<file path="src/rtl/nbit_seq_divider.sv">
// rtl/nbit_seq_divider.sv - iterative restoring divider, one trial subtract per clock, valid/ready both sides
// Optional signed operation via DIV_SIGNED_EN.
module nbit_seq_divider #(
    parameter int BITWIDTH = 8
) (
    input  logic                clk,
    input  logic                rst_n,
    input  logic                in_valid,
    output logic                in_ready,
    input  logic [BITWIDTH-1:0] dividend,
    input  logic [BITWIDTH-1:0] divisor,
    output logic                out_valid,
    input  logic                out_ready,
    output logic [BITWIDTH-1:0] quotient,
    output logic [BITWIDTH-1:0] remainder,
    output logic                div_by_zero
);
    localparam int CW = $clog2(BITWIDTH);

    typedef enum logic [1:0] {IDLE, CALC, DONE} state_t;

    state_t state, state_nxt;

    // dvd shifts left each step; quotient bits enter at its LSB and fill it by the end
    logic [BITWIDTH-1:0] dvd;
    logic [BITWIDTH-1:0] dsr;
    logic [BITWIDTH-1:0] p;
    logic [CW-1:0]       cnt;
    logic                zflag;

    logic                accept;
    logic                divisor_zero;
    logic [BITWIDTH:0]   p_shift;
    logic [BITWIDTH:0]   diff;
    logic                ge;
    logic [BITWIDTH-1:0] p_next;
    logic [BITWIDTH-1:0] q_next;
    logic [BITWIDTH-1:0] q_final;
    logic [BITWIDTH-1:0] r_final;
    logic [BITWIDTH-1:0] dvd_load;
    logic [BITWIDTH-1:0] dsr_load;

    assign accept       = in_valid & in_ready;
    assign divisor_zero = (divisor == '0);

    // Partial remainder stays below the divisor, so the BITWIDTH+1-bit difference never overflows
    assign p_shift = {p, dvd[BITWIDTH-1]};
    assign diff    = p_shift - {1'b0, dsr};
    assign ge      = ~diff[BITWIDTH];
    assign p_next  = ge ? diff[BITWIDTH-1:0] : p_shift[BITWIDTH-1:0];
    assign q_next  = {dvd[BITWIDTH-2:0], ge};

`ifdef DIV_SIGNED_EN
    logic neg_q;
    logic neg_r;

    // Raw dividend kept for divide-by-zero so the remainder reports it unchanged
    assign dvd_load = (dividend[BITWIDTH-1] && !divisor_zero) ? (~dividend + 1'b1) : dividend;
    assign dsr_load = divisor[BITWIDTH-1] ? (~divisor + 1'b1) : divisor;
    assign q_final  = neg_q ? (~q_next + 1'b1) : q_next;
    assign r_final  = neg_r ? (~p_next + 1'b1) : p_next;

    always_ff @(posedge clk or negedge rst_n) begin
        if (!rst_n) begin
            neg_q <= 1'b0;
            neg_r <= 1'b0;
        end else if (accept) begin
            neg_q <= dividend[BITWIDTH-1] ^ divisor[BITWIDTH-1];
            neg_r <= dividend[BITWIDTH-1];
        end
    end
`else
    assign dvd_load = dividend;
    assign dsr_load = divisor;
    assign q_final  = q_next;
    assign r_final  = p_next;
`endif

    always_ff @(posedge clk or negedge rst_n) begin
        if (!rst_n) begin
            state <= IDLE;
        end else begin
            state <= state_nxt;
        end
    end

    always_comb begin
        state_nxt = state;
        case (state)
            IDLE:    if (in_valid) state_nxt = CALC;
            CALC:    if (zflag || cnt == '0) state_nxt = DONE;
            DONE:    if (out_ready) state_nxt = IDLE;
            default: state_nxt = IDLE;
        endcase
    end

    always_comb begin
        in_ready  = (state == IDLE);
        out_valid = (state == DONE);
    end

    always_ff @(posedge clk or negedge rst_n) begin
        if (!rst_n) begin
            dvd         <= '0;
            dsr         <= '0;
            p           <= '0;
            cnt         <= '0;
            zflag       <= 1'b0;
            quotient    <= '0;
            remainder   <= '0;
            div_by_zero <= 1'b0;
        end else if (accept) begin
            dvd         <= dvd_load;
            dsr         <= dsr_load;
            p           <= '0;
            cnt         <= CW'(BITWIDTH - 1);
            zflag       <= divisor_zero;
            div_by_zero <= 1'b0;
        end else if (state == CALC) begin
            if (zflag) begin
                quotient    <= '1;
                remainder   <= dvd;
                div_by_zero <= 1'b1;
            end else begin
                dvd <= q_next;
                p   <= p_next;
                cnt <= cnt - 1'b1;
                if (cnt == '0) begin
                    quotient  <= q_final;
                    remainder <= r_final;
                end
            end
        end
    end

endmodule

</file>
<file path="config.mk">
export PLATFORM = sky130hd
export DESIGN_NAME = nbit_seq_divider
export DESIGN_NICKNAME = d
export VERILOG_FILES = /design/src/rtl/nbit_seq_divider.sv
export SDC_FILE = /design/constraint.sdc
export NUM_CORES = 1
export LEC_CHECK = 0
export CELL_PAD_IN_SITES_DETAIL_PLACEMENT = 1
export CELL_PAD_IN_SITES_GLOBAL_PLACEMENT = 2
export CORE_MARGIN = 5
export CORE_UTILIZATION = 35
export CTS_CLUSTER_DIAMETER = 50
export DETAILED_ROUTE_END_ITERATION = 8
export MAX_ROUTING_LAYER = met4
export PLACE_DENSITY = 0.8
export SYNTH_ARGS = -nofsm -noshare
export SYNTH_HDL_FRONTEND = slang
export SYNTH_SLANG_ARGS = --single-unit
</file>
<file path="constraint.sdc">
create_clock -name clk -period 7.1 [get_ports clk]
set_input_delay 0.71 -clock clk [delete_from_list [all_inputs] [get_ports clk]]
set_output_delay 0.71 -clock clk [all_outputs]
set_load 0.005 [all_outputs]
</file>
* After elaboration in Yosys (flattened, before gate mapping)
Cells that the tools add are included.
Word-level totals: bits in registers 47, input port bits 20, output and inout port bits 19, logic and storage cells 52
Cells by class: $add $sub $neg 2, equal/unequal tests 6, mux-type cells 21, bitwise logic cells 3, reduce and logical (&&, ||, !) cells 11
Operators by type and width (number):
- two-way mux 8 bit | 11
- two-way mux 3 bit | 3
- subtractor 9 x 8 -> 9 bit | 1
- logical NOT 8 bit | 1
- two-way mux 2 bit | 3
- one-hot mux 2 bit (3 select lines) | 1
- AND reduction 3 bit | 2
- nonzero test 2 bit | 3
- inequality test 2 x 1 -> 1 bit (second input constant) | 2
- inequality test 2 bit (second input constant) | 2
- AND reduction 2 bit | 2
- logical NOT 3 bit | 1
- two-way mux 1 bit | 3
- subtractor 3 x 1 -> 3 bit (second input constant) | 1
- equality test 2 x 1 -> 1 bit (second input constant) | 1
- equality test 2 bit (second input constant) | 1
- logical NOT 2 bit | 1
- NOT 1 bit | 2
- bitwise AND 1 bit | 1
- logical OR 1 bit | 1

* Depth between registers and ports, before layout
depth after elaboration 5, gate-level depth with buffers 10, gate-level depth less buffers 9

* Worst setup path before layout
OpenSTA, ideal clock, no wires.
path kind reg-to-reg, start point register dvd[7], end point register remainder[0], setup time 0.077 ns, data arrival time 2.254 ns, data required time 7.023 ns, path slack 4.769 ns, cell stages (with the launch flop) 10, clock period less this slack 2.331 ns, path through dfrtp_1 -> inv_1 -> ha_1 -> inv_1 -> fa_1 -> a211oi_2 -> o211ai_1 -> a221o_2 -> mux2_1 -> a21oi_1
Between the ends: cells in the longest elaborated chain, start to end 4
Ends and longest elaborated chain:
- start: declaration | line 25 | logic [BITWIDTH-1:0] dvd;
- start signal: assignment | line 113 | dvd <= dvd_load;
- start signal: assignment | line 125 | dvd <= q_next;
- subtractor 9 x 8 -> 9 bit | line 48 | assign diff = p_shift - {1'b0, dsr};
- two-way mux 8 bit * | line 50 | assign p_next = ge ? diff[BITWIDTH-1:0] : p_shift[BITWIDTH-1:0];
- two-way mux 8 bit * | line 128 | if (cnt == '0) begin
- two-way mux 8 bit * | line 120 | if (zflag) begin
- end signal: assignment | line 122 | remainder <= dvd;
- end signal: assignment | line 130 | remainder <= r_final;
- end: declaration | line 15 | output logic [BITWIDTH-1:0] remainder,
Mark *: on every way between the ends. The rest lies on a longest branch, timed or not. The select of a mux whose other input is x is not followed. A chain may end at the register's enable or synchronous reset.

* Worst setup path after layout
Ends and elaborated chain as after synthesis.

==> summary.md <==
| Metric | Value |
|---|---|
| Inst Count DP | 388 |
| Dpl hpwl | just under 5 mm |
| Crit path arrival time | 3.01 ns |
| Worst Clk Skew | 0.0119 ns |
| Sw Ratio | 44.3% |
| Final setup vio count | 0 |
| Maximum vdd drop | ~0.15 mV |
| Slew Limit Fails | 0 |
| Largest net degree at the start of global routing | between 40 and 50 |
| Drt via density | 5.21 |
| Routed len/inst | 16.5 um |
| RSZ-0062 raised after global routing | no |
| Tcrit/Tclk final | between 30% and 40% |
| Post-synth EDFFs | 0 |
| DRT Pass-1 Iters | 4 |
| Status | finished, final reports clean |
| #FFs+latches synth | 47 |
| H-tree levels | 2 |
| HP Class | register to register |
| Die area | 0.00882 mm^2 |
| Post-Layout Cell Count | 396 |
| FF-to-FF Start | dvd[7] |
| Initial DRC Count | a little over 60 |
| DRC viols | 0 |
| Cells along the critical path | inv_1 > ha_1 > inv_1 > fa_1 > a211oi_2 > o211ai_1 > a221o_2 > mux2_1 > a21oi_1 |
| Comb power frac | between 50% and 60% |
| Setup Fix Bufs, Post-CTS | 0 |
| Crit path max-delay cell type | a221o_2 |
| Crit Path Category | register to register |
| Main synth FF type | dfrtp_1 |
| Startpoint types | register |
| Seq/Total Area, Yosys | 47.7% |
| Max Cap Violations | 0 |
| Drt total wl | 6.55 mm |
| Ys Warns | 0 |
| Clk sinks | 47 |
| Most instantiated library cell after synthesis | dfrtp_1 |
| Gate Count Post-Synth | 262 |
| Critical path required time | 7.34 ns |
| Worst Slack Setup Final | 4.33 ns |
| Yosys cell types | 46 |
| Clock root buffer | clkbuf_8 |
| Final nets | 330 |
| Most used cell, CP | inv_1 |
| Initial Util | 36.1% |
| Worst Tran Pin Value | about 1.2 ns |
| Tot Pwr | 1.58 mW |
| Share of layout cells above drive strength 1 | 6.33% |
| Hold path start | quotient[7] |
| Reg-to-reg slack, setup | 4.33 ns |
| R2R Path End | remainder[0] |
| GRT Overall Usage | 16.7% |
| Post-place setup slack | 4.35 ns |
| Synth top area share | between 40% and 50% |
| Top cells by area, synth | dfrtp_1 (48%), nand2_1 (6.5%), ha_1 (5.1%) |
| Hold depth | 2 |
| Clock Tree Buf Depth | 2 |
| Initial antenna violation count | 0 |
| Type of element capturing the critical path | register |
| Vias | between 2000 and 2500 |
| I/O Buffers | 38 |
| Vias in the first global route | 2214 |
| GRT overflow | 0 |
| Largest area contributor in the netlist | dfrtp_1 |
| Lkg Pwr | 1.34 nW |
| Post-layout min period | 2.77 ns |
| Largest delay contributor family on the critical path | compound AO/OA/AOI/OAI gates |
| CP max FO | 12 |
| Flop pwr share | 31.2% |
| Clk pwr share | between 10% and 20% |
| Core area | 0.00683 mm^2 |
| Die W | 93.9 um |
| Fin Setup TNS | 0 ns |
| Synth async-reset ratio | 100% |
| Synth-to-layout area growth | 22.0% |
| Max_slew headroom | between 20 and 25% |
| Hold path endpoint | quotient[7] |
| First-pass GRT wire length | 11.3 mm |
| Cell Area, Synth | 0.00247 mm^2 |
| CTS tree | yes |
| Core Rows | 30 |
| Die Y | between 90 and 100 um |
| FMAX | roughly 360 MHz |
| Fin. Hold Viols | 0 |
| Number of buffers created by CTS | 5 |
| Antenna Cells | 0 |
| Syn_nets | 293 |
| Final core occ | 44.0% |
| Power Dens Cells | 525 mW/mm^2 |
| Net Sw Power | approximately 0.70 mW |
| Worst skew pair latency | around 0.31 ns |
| Crit-path max cell delay | 0.51 ns |
| WP buf/inv | 2 |
| DRT antenna net count | 0 |
| Top post-synthesis cells by count | dfrtp_1 (47), nand2_1 (43), a21oi_1 (22), o21ai_0 (18) |
| Clk slew on worst S/H paths | 0.10 ns |
| Routability cong. | roughly 0.77 |
| Fill cells | 822 |
| Syn avg cell area | 9.41 um^2 |
| Post-CTS Hold Fix Bufs | 0 |
| Io pins | 39 |
| Worst reg-to-reg path cell count | 9 |
| P_int | 0.881 mW |
| Post-CTS sizing | 0 |
==> kinds of logic after synthesis <==
logic type,Yosys count,synth area share (%)
adder cells (fa/ha/maj),11,5.89
flip-flops,47,47.7
multiplexers,10,4.16
XOR/XNOR,4,1.42
AND/OR/NAND/NOR,78,14.5
buffers and inverters,26,5.17
AO/OA/AOI/OAI,86,21.2
==> worst reg2reg max path: stages, from the launching register on <==
cell      delay, ns
dfrtp_1        0.39
inv_1          0.11
ha_1           0.20
inv_1          0.06
fa_1           0.43
a211oi_2       0.33
o211ai_1       0.15
a221o_2        0.51
mux2_1         0.38
a21oi_1        0.15
==> cell type report <==
cell class	instances	area (um^2)	area share, %
Clock buffer	6	82.6	2.74
Clock inverter	2	13.8	0.457
Inverter	15	56.3	1.87
Multi-Input combinational cell	189	1160	38.6
Sequential cell	47	1180	39.1
Tap cell	96	120	3.99
Timing Repair Buffer	41	398	13.2
==> cell usage in the layout (no fill, tap or decap), drive strengths merged, types with 2 or more instances in the layout <==
cell	count
mux2	2
inv	16
clkdlybuf4s50	37
a22oi	9
o21ai	33
xor2	3
ha	10
dfrtp	47
or4	2
buf	4
a31oi	2
o22ai	2
nand2b	3
clkbuf	6
or3	7
nand2	43
or2	2
nor2	12
a211oi	2
nor4	2
a21oi	23
o21a	2
nand3	2
o211ai	4
mux2i	8
==> sequential cells by signal, summed over array words and instances, names as in the netlist <==
signal       flops
dsr              8
dvd              8
p                8
quotient         8
remainder        8
cnt              3
state            2
div_by_zero      1
zflag            1
==> metal layers <==
metal / track usage [%] / wire length (um)
met5: - / 0
met1: 22.1 / 3200
met2: 27.0 / 3100
met4: 3.49 / 63
met3: 2.80 / 189
==> how the worst max path moves through the flow <==
stage               slack, ns     start            to  cells past startpoint
floorplan                4.77    dvd[7]  remainder[0]                      9
global placement         4.35  in_valid        dvd[0]                      7
detailed placement       4.35    dvd[7]  remainder[0]                      9
CTS                      4.31    dvd[7]  remainder[0]                      9
global route             4.11    dvd[7]  remainder[0]                      9
finish                   4.33    dvd[7]  remainder[0]                      9
==> power groups by stage <==
stage               clock network, mW  registers (mW)  logic (mW)
finish                          0.176           0.492       0.912
detailed placement                  0           0.500       0.921
floorplan                           0           0.459       0.674
global route                    0.194           0.512        1.04
CTS                             0.181           0.494       0.926
global placement                    0           0.495       0.894
==> per-stage QoR <==
step | area (um^2) | hold WS (ns)
6_report | 3010 | 0.469
5_1_grt | 3010 | 0.508
4_1_cts | 3010 | 0.478
3_5_place_dp | 2910 | 0.455
3_3_place_gp | 2910 | 0.448
2_1_floorplan | 2470 | 0.414
Power figures use the tool's default switching activity.
